### src/rtl/memory_access_unit.sv
// Load/store unit: drives a multi-cycle data-bus handshake and holds the
// pipeline until the access finishes, returning byte- or word-sized load data.
module memory_access_unit #(
    parameter int TIMEOUT   = 255,
    parameter bit LB_SIGNED = 1'b1
) (
    input  logic        clk,
    input  logic        rst,
    input  logic        read_mem,
    input  logic        write_mem,
    input  logic        load_byte,
    input  logic        store_byte,
    input  logic [31:0] address,
    input  logic [31:0] store_data,
    input  logic [31:0] bus_rdata,
    input  logic        bus_busy,
    output logic [31:0] bus_addr,
    output logic [31:0] bus_wdata,
    output logic [3:0]  bus_sel,
    output logic        bus_read,
    output logic        bus_write,
    output logic [31:0] mem_data_out,
    output logic        data_valid,
    output logic        stall,
    output logic        misaligned,
    output logic        bus_error
);

    localparam int CW = $clog2(TIMEOUT + 1);

    typedef enum logic [1:0] {
        IDLE,
        ISSUE,
        WAIT,
        DONE
    } state_t;

    state_t        state_q, state_d;
    logic [31:0]   addr_q, addr_d;
    logic [31:0]   sdata_q, sdata_d;
    logic          byte_q, byte_d;
    logic          wr_q, wr_d;
    logic [CW-1:0] cnt_q, cnt_d;
    logic [31:0]   data_q, data_d;
    logic          mis_q, mis_d;
    logic          err_q, err_d;

    logic [31:0] lane_sh;
    logic [7:0]  lane;
    logic [31:0] load_val;

    // Byte lane picked by the low address bits of the latched request
    assign lane_sh  = bus_rdata >> {addr_q[1:0], 3'b000};
    assign lane     = lane_sh[7:0];
    assign load_val = !byte_q    ? bus_rdata :
                      LB_SIGNED  ? {{24{lane[7]}}, lane} :
                                   {24'b0, lane};

    always_comb begin
        state_d = state_q;
        addr_d  = addr_q;
        sdata_d = sdata_q;
        byte_d  = byte_q;
        wr_d    = wr_q;
        cnt_d   = cnt_q;
        data_d  = data_q;
        mis_d   = mis_q;
        err_d   = err_q;
        stall   = 1'b0;
        unique case (state_q)
            IDLE: begin
                stall = read_mem | write_mem;
                if (read_mem || write_mem) begin
                    addr_d  = address;
                    sdata_d = store_data;
                    byte_d  = write_mem ? store_byte : load_byte;
                    wr_d    = write_mem;
                    mis_d   = 1'b0;
                    err_d   = 1'b0;
                    if (read_mem && write_mem) begin
                        err_d   = 1'b1;
                        data_d  = '0;
                        state_d = DONE;
                    end else if (!byte_d && address[1:0] != 2'b00) begin
                        mis_d   = 1'b1;
                        data_d  = '0;
                        state_d = DONE;
                    end else begin
                        state_d = ISSUE;
                    end
                end
            end
            ISSUE: begin
                stall   = 1'b1;
                cnt_d   = '0;
                state_d = WAIT;
            end
            WAIT: begin
                stall = 1'b1;
                if (!bus_busy) begin
                    if (!wr_q) data_d = load_val;
                    state_d = DONE;
                end else if (cnt_q == CW'(TIMEOUT - 1)) begin
                    cnt_d   = cnt_q + 1'b1;
                    err_d   = 1'b1;
                    data_d  = '0;
                    state_d = DONE;
                end else begin
                    cnt_d = cnt_q + 1'b1;
                end
            end
            DONE: begin
                state_d = IDLE;
            end
            default: state_d = IDLE;
        endcase
    end

    always_ff @(posedge clk) begin
        if (rst) begin
            state_q <= IDLE;
            addr_q  <= '0;
            sdata_q <= '0;
            byte_q  <= 1'b0;
            wr_q    <= 1'b0;
            cnt_q   <= '0;
            data_q  <= '0;
            mis_q   <= 1'b0;
            err_q   <= 1'b0;
        end else begin
            state_q <= state_d;
            addr_q  <= addr_d;
            sdata_q <= sdata_d;
            byte_q  <= byte_d;
            wr_q    <= wr_d;
            cnt_q   <= cnt_d;
            data_q  <= data_d;
            mis_q   <= mis_d;
            err_q   <= err_d;
        end
    end

    assign bus_addr     = {addr_q[31:2], 2'b00};
    assign bus_sel      = byte_q ? (4'b0001 << addr_q[1:0]) : 4'hF;
    assign bus_wdata    = byte_q ? {4{sdata_q[7:0]}} : sdata_q;
    assign bus_read     = (state_q == ISSUE) && !wr_q;
    assign bus_write    = (state_q == ISSUE) && wr_q;
    assign data_valid   = (state_q == DONE);
    assign mem_data_out = data_q;
    assign misaligned   = mis_q;
    assign bus_error    = err_q;

endmodule

### config.mk
export PLATFORM = sky130hd
export DESIGN_NAME = memory_access_unit
export DESIGN_NICKNAME = d
export VERILOG_FILES = /design/src/rtl/memory_access_unit.sv
export SDC_FILE = /design/constraint.sdc
export NUM_CORES = 1
export LEC_CHECK = 0
export ABC_AREA = 1
export ABC_CLOCK_PERIOD_IN_PS = 1600
export CELL_PAD_IN_SITES_DETAIL_PLACEMENT = 0
export CELL_PAD_IN_SITES_GLOBAL_PLACEMENT = 2
export CORE_AREA = 2 2 197 141
export CTS_BUF_LIST = sky130_fd_sc_hd__clkbuf_4
export DETAILED_ROUTE_END_ITERATION = 16
export DIE_AREA = 0 0 199 143
export GPL_TIMING_DRIVEN = 0
export PLACE_DENSITY_LB_ADDON = 0.1
export SKIP_LAST_GASP = 1
export SLEW_MARGIN = 20
export SYNTH_ARGS = -nofsm -noshare
export SYNTH_HDL_FRONTEND = slang
export SYNTH_SLANG_ARGS = --single-unit
export TNS_END_PERCENT = 30
### constraint.sdc
create_clock -name clk -period 1.6 [get_ports clk]
set_input_delay 0.32 -clock clk [delete_from_list [all_inputs] [get_ports clk]]
set_output_delay 0.32 -clock clk [all_outputs]
set_load 0.01 [all_outputs]
**Word-level counts from Yosys, hierarchy flattened**

Index checks and enable logic that the tools add are counted.

- Bits in registers: 110
- Input bits: 103
- Output and inout bits: 106
- Logic and storage cells: 67

- Add/subtract/negate cells: 1
- Equal/unequal tests: 10
- Shift operators: 2
- Muxes and demuxes: 27
- Bitwise logic cells: 1
- Reduce and logical (&&, ||, !) cells: 17

Operators by type and width:

| cell | number |
|---|---|
| $mux 32 | 8 |
| $pmux 32 s2 | 1 |
| $shr 32x5->8 | 1 |
| $pmux 8 s2 | 1 |
| $mux 2 | 5 |
| $ne 3x3->1 const B | 3 |
| $add 8x1->8 const B | 1 |
| $eq 8x8->1 const B | 1 |
| $mux 8 | 1 |
| $pmux 2 s4 | 1 |
| $mux 1 | 7 |
| $ne 2x2->1 const B | 3 |
| $reduce_and 2->1 | 3 |
| $reduce_bool 2->1 | 3 |
| $reduce_and 5->1 | 1 |
| $eq 2x2->1 const B | 2 |
| $logic_and 1x1->1 | 4 |
| $mux 4 | 1 |
| $pmux 1 s2 | 2 |
| $reduce_and 4->1 | 1 |
| $shl 1x2->4 const A | 1 |
| $eq 2x1->1 const B | 1 |
| $logic_not 1->1 | 2 |
| $logic_not 2->1 | 1 |
| 3 further kinds | 3 |

**Depth between registers and ports, before layout**

Gate-level depths: netlist of the first run.

- Depth in word-level cells: 7
- Mapped depth: 12
- Mapped depth without buffers: 11

**Worst setup path after synthesis of the first run**

Ideal clock, no wire load.

- Kind: register to register
- From: register state_q[0]
- To: register data_q[17], in the netlist mem_data_out[17]
- Library setup time: 0.110 ns
- Arrival: 1.479 ns
- Required time: 1.490 ns
- Setup slack: 0.012 ns
- Cell stages (with the launch flop): 12
- Path buffers: 1
- Clock period less this slack: 1.588 ns
- Cell sequence: dfxtp_1 inv_1 ha_1 nand2_1 inv_1 nand2_1 nand3_2 nor2_4 buf_6 nand2_1 inv_1 nor2_2

- Longest elaborated chain between the ends: 3
- Elaborated cells on any way between the ends: 9
- Those cells by class: 5 x eq/ne; 1 x mux; 3 x reduce/logical

RTL lines:

| what | line | source |
|---|---|---|
| from (decl) | 38 | `state_t state_q, state_d;` |
| from (signal assigned) | 131 | `state_q <= state_d;` |
| $eq 2x2->1 or $logic_not 2->1 (tied branches) | 70 | `unique case (state_q)` |
| $ne 3x3->1 (no line) (tied with other cells) | n/a |  |
| $reduce_and 5->1 (no line) | n/a |  |
| to (signal assigned) | 137 | `data_q <= data_d;` |
| to (decl) | 44 | `logic [31:0] data_q, data_d;` |

Several ways; a longest one is shown, not always the timed one.
A chain may end at the register's enable or synchronous reset.

**Worst setup path after layout of the first run**

- From: register state_q[0]
- To: output stall

- Longest elaborated chain between the ends: 3
- Elaborated cells on any way between the ends: 5
- Those cells by class: 2 x eq/ne; 1 x mux; 2 x reduce/logical

RTL lines:

| what | line | source |
|---|---|---|
| $eq 2x1->1 or $eq 2x2->1 (tied branches) | 70 |  |
| $reduce_or 2->1 (no line) | n/a |  |
| $pmux 1 s2 (*) | 70 |  |
| to (decl) | 24 | `output logic stall,` |

Mark *: on every way between the ends. The rest lies on a longest branch, timed or not.

==> impl_metrics.tcl, run 1 <==
set metrics [dict create \
    synthTopCellsByArea "dfxtp_1 (40%), nand2_1 (18%), nor2_1 (13%)" \
    rows 50 \
    yosysWarnings 0 \
    die_area_um2 28500 \
    ys_types 33 \
    grt_max_degree 18 \
    finalCritPeriodShare 1.17 \
    track_usage 0.153 \
    syn_area_um2 5500 \
    ir_worst_vdd_mv 0.690 \
    final_cell_area_um2 9150 \
    cts-root-buf "clkbuf_4" \
    final_nets 1211 \
    layout_min_cycle_time_ps 1870 \
    finalSetupViolations 145 \
    yosysSeqAreaShare 0.400 \
    final_hold_viol_count 0 \
    tns_ps -22500 \
    status "finished with violations" \
    slew_headroom 0.625 \
    initial_core_util 0.208 \
    power_density_nw_per_um2 1740 \
    dp_slack_ps -1250 \
    crit_arrival_ps 1550 \
    async_flop_share 0 \
    ioPinCount 209 \
    drc 0 \
    io_buffers 206 \
    drtIter0Drc 246 \
    max_freq_ghz 0.534 \
    ant_nets 0 \
    avgSynthCellArea_um2 6.50 \
    clock_path_buffers 2 \
    via_count 5780 \
    cts_hold_buf 0 \
    yosysMostFrequentCell "nand2_1" \
    cts_buffers 9 \
    p_leak_nw 4.31 \
    vias_per_cell 3.93 \
    die_x_um 199 \
    violations "negative setup slack" \
    critPathMaxFanout 3 \
    clk_pin_slew_ps 180 \
    tightest_slew_ps 563 \
    place_congestion 0.720 \
    synth_top_area_share 0.400 \
    die_h_um 143 \
    critPathCaptureType "primary output" \
    grt_pass1_vias 5490 \
    cts_tree "built" \
    grt_pass1_wl_um 32400 \
    holdCritPathClass "in2reg" \
    skew_ps 17.8 \
    drive_gt1_frac 0.236 \
    critPathLaunchType "flop" \
    cp_data_required_time_ps 1280 \
    antenna_found_initial 1 \
    core-area_um2 26500 \
    wl_um 21400 \
    synth_edf_count 0 \
    drtPass1Iterations 4 \
    dp_hpwl_um 16400 \
    postLayoutSetupSlackWorst_ps -274 \
    timing_worst_setup_path_type "reg2out" \
    synth.cells.most_frequent "nand2_1 (264), nor2_1 (191), dfxtp_1 (110), o21ai_0 (74), buf_4 (41)" \
    clock_latency_ps 510 \
    cts.sinks 110 \
    max_cap_violations 0 \
    htreeDepth 3 \
    slew_violations 0 \
    wl_per_cell_um 14.6 \
    rsz0062_at_grt "yes" \
    gr-total-overflow 0 \
    syn_to_final_growth_pct 66.2 \
    yosys.area.top_type "dfxtp_1" \
    utilization 0.346 \
    postPlaceCellArea_um2 8020 \
    synth-main-ff-cell "dfxtp_1" \
    synthCells 846 \
    ys_ff_latch 110 \
]
path summary, 6_finish.rpt:
path / from / end / slack [ps] / cells past startpoint
setup reg to reg: state_q[0]$_SDFFE_PP0P_ / mem_data_out[11]$_SDFFE_PP0P_ / -180 / 13
setup / recovery: state_q[0]$_SDFFE_PP0P_ / stall / -270 / 6
hold reg to reg: cnt_q[0]$_SDFFE_PP0P_ / cnt_q[0]$_SDFFE_PP0P_ / 450 / 1
hold / removal: address[16] / addr_q[16]$_SDFFE_PP0P_ / 410 / 3
power by group:
group	switching, mW	total [mW]	internal, mW
Clock	1.03	1.66	0.627
Combinational	4.94	9.82	4.88
Sequential	0.660	4.42	3.76
registers in the layout (all words and copies together), names as in the netlist:
register	count
addr_q	32
mem_data_out	32
sdata_q	32
cnt_q	8
state_q	2
bus_error	1
byte_q	1
misaligned	1
wr_q	1
kinds of logic after synthesis:
group                      after synthesis  share of synthesized area
buffers and inverters                  131                      0.133
xor gates and xnor gates                 1                    0.00159
AOI/OAI and AO/OA                       98                     0.0930
other                                    1                   0.000682
adders and majority gates                7                     0.0159
DFF                                    110                      0.400
and+or+nand+nor                        498                      0.356
timing repair:
action                     in CTS  in global routing
resized for setup             246                117
setup endpoints to repair     209                206
gates cloned                    2                  1
setup buffers                  25                  9
pin swaps                       6                 10
metal layers:
layer	wire, um	track usage
met5	0	0
met4	167	0.0295
met3	1270	0.0444
met2	9190	0.229
met1	10800	0.217
layout make-up:
type                    count  area (um2)
fillers                  2963       17300
diodes                      1        2.50
clock inverters             7        87.6
multi-input cells         606        2970
inverters                  45         183
flip-flops and latches    110        2240
well taps                 364         455
plain buffers              86         723
repair buffers            243        2410
clock buffers               9        67.6
critical path, stage by stage, from the launching register on:
cell       delay (ps)
dfxtp_4           400
inv_6              60
ha_4              150
nand2_4            60
clkbuf_16         150
a21oi_2           100
buf_2             130
cell usage in the layout (no fill, tap or decap), types with 13 or more instances in the layout:
cell type,synthesis,final
nand2_2,5,26
clkdlybuf4s50_1,0,158
nand3_1,24,24
nand2_1,264,219
buf_2,10,14
nand2_4,0,20
o21ai_0,74,71
buf_4,41,74
nor2_1,191,187
clkbuf_1,24,13
a21oi_1,17,16
buf_6,8,35
inv_1,38,33
dfxtp_1,110,92
stage by stage:
step | hold slack, ps | cells | power [mW]
after detailed placement | 442 | 1417 | 12.7
final | 409 | 1471 | 15.9
after global placement | 441 | 1417 | 12.8
after global routing | 343 | 1471 | 17.4
after floorplan | 389 | 847 | 8.99
after CTS | 344 | 1460 | 15.4
No activity file was read; power rests on OpenSTA's default activity.
==> run 2, diff against run 1 <==
- CAP_MARGIN: default -> 10
- PLACE_DENSITY: default -> 0.82
- PLACE_DENSITY_LB_ADDON: 0.1 -> default
==> run 2 against run 1 <==
  * The flow still finishes with violations (negative setup slack)
  * Clock power fell by 18%
  * Design area rose by 0.38%
  * Die area did not move
  * Maximum frequency fell by 0.70%
  * Via count rose by 1.7%
  * Sequential power barely moved
  * Global-route usage fell by 0.45 points
==> impl_metrics.tcl, run 2 (synthesized netlist as in run 1, its figures left out) <==
set metrics [dict create \
    clock_latency_ps 510 \
    finalCritPeriodShare 1.18 \
    initial_core_util 0.208 \
    crit_arrival_ps 1570 \
    rows 50 \
    final_cell_mix "nand2_1 (213), nor2_1 (187), clkdlybuf4s50_1 (142)" \
    htreeDepth 3 \
    cts_tree "built" \
    tightest_slew_ps 553 \
    gr-total-overflow 0 \
    layout_min_cycle_time_ps 1890 \
    die_h_um 143 \
    slew_violations 0 \
    critPathMaxFanout 3 \
    drive_gt1_frac 0.259 \
    place_congestion 0.781 \
    critPathCaptureType "primary output" \
    wl_per_cell_um 14.5 \
    status "finished with violations" \
    whs_ps 412 \
    antenna_found_initial 0 \
    vias_per_cell 4.01 \
    die_x_um 199 \
    skew_ps 31.3 \
    clock_path_buffers 2 \
    p_leak_nw 4.53 \
    max_cap_violations 0 \
    ioPinCount 209 \
    critPathLaunchType "flop" \
    ant_nets 0 \
    antenna_cells 0 \
    grt_max_degree 17 \
    timing_worst_setup_path_type "reg2out" \
    cts-root-buf "clkbuf_4" \
    postLayoutSetupSlackWorst_ps -287 \
    drtPass1Iterations 5 \
    drtIter0Drc 285 \
    rsz0062_at_grt "yes" \
    utilization 0.347 \
    clk_pin_slew_ps 180 \
    wl_um 21300 \
    cts.sinks 110 \
    final_common_cell "nand2_1" \
    final_nets 1209 \
    core-area_um2 26500 \
    ir_worst_vdd_mv 0.490 \
    cp_data_required_time_ps 1280 \
    power_density_nw_per_um2 1730 \
    cts_buffers 9 \
    dp_hpwl_um 15800 \
    die_area_um2 28500 \
    finalSetupViolations 140 \
    dp_slack_ps -1270 \
    grt_pass1_wl_um 31600 \
    io_buffers 206 \
    fillers 2920 \
    max_freq_ghz 0.530 \
    slew_headroom 0.631 \
    drc 0 \
    violations "negative setup slack" \
    holdCritPathClass "in2reg" \
    total_power_mw 15.8 \
    syn_to_final_growth_pct 66.9 \
    track_usage 0.148 \
    via_count 5881 \
    final_hold_viol_count 0 \
    grt_pass1_vias 5514 \
]
## run 2: changes by cell type in the layout (fill, tap and decap cells not counted), sizes merged, moves of 2 or more
cell           before  now
bufinv              2    0
clkinv              9    7
clkbuf             37   39
dlymetal6s2s       10   28
dlygate4sd2         4    0
clkdlybuf4s50     158  142
## run 2: worst paths after layout
path	start	endpoint	slack, ps	cells after the start
worst max register to register	state_q[1]$_SDFFE_PP0P_	sdata_q[6]$_SDFFE_PP0P_	-110	8
worst max-delay path	state_q[1]$_SDFFE_PP0P_	stall	-290	6
worst min-delay path	store_data[4]	sdata_q[4]$_SDFFE_PP0P_	410	3
worst min register to register	cnt_q[6]$_SDFFE_PP0P_	cnt_q[6]$_SDFFE_PP0P_	460	1
## run 2: report_power, final
group	internal [mW]	total (mW)	switching [mW]
clock network	0.366	1.36	0.998
registers	3.79	4.40	0.616
logic	4.97	10.1	5.10
total	9.12	15.8	6.72
## run 2: repair_timing
| item | in CTS | in global routing |
|---|---|---|
| hold buffers | 0 | 0 |
| gates resized for setup | 279 | 129 |
| buffers inserted | 21 | 11 |
| gates cloned | 3 | 1 |
| setup endpoints to repair | 207 | 195 |
| endpoints found under the hold margin | 0 | 0 |
| pin swaps | 12 | 17 |
## run 2: metrics by stage
| step | std cells | setup TNS (ps) | area (um2) |
|---|---|---|---|
| 6_report | 1468 | -17110 | 9180 |
| 4_1_cts | 1457 | -31680 | 8680 |
| 2_1_floorplan | 847 | 0 | 5510 |
| 5_1_grt | 1468 | -34500 | 9180 |
| 3_5_place_dp | 1417 | -84600 | 8020 |
| 3_3_place_gp | 1417 | -86310 | 8020 |
## run 2: final cells by class
| cell class | count | area (um2) | share of cell area |
|---|---|---|---|
| multi-input cells | 606 | 2980 | 0.324 |
| repair buffers | 241 | 2460 | 0.268 |
| flip-flops and latches | 110 | 2260 | 0.246 |
| plain buffers | 86 | 738 | 0.0804 |
| well taps | 364 | 455 | 0.0496 |
| inverters | 45 | 181 | 0.0198 |
| clock buffers | 12 | 90.1 | 0.00981 |
| clock inverters | 4 | 23.8 | 0.00259 |
## run 2: per-layer routing
metal	up-vias	global-route usage	routed length, um
met2	136	0.223	9180
met4	0	0.0283	155
met3	8	0.0444	1310
met1	2670	0.209	10600
li1	3067	-	-
met5	-	0	0
## run 2: critical path: stages, from the launching register on
cell and delay [ps]:
dfxtp_2 350, inv_2 100, ha_4 180, nand2_8 60
clkbuf_16 150, a21oi_2 100, buf_2 140
==> run 3, diff against run 2 <==
- CTS_CLUSTER_DIAMETER: default -> 50
==> results of run 3 <==
Same layout as run 2: the final DEF is identical, and so are final timing and power.
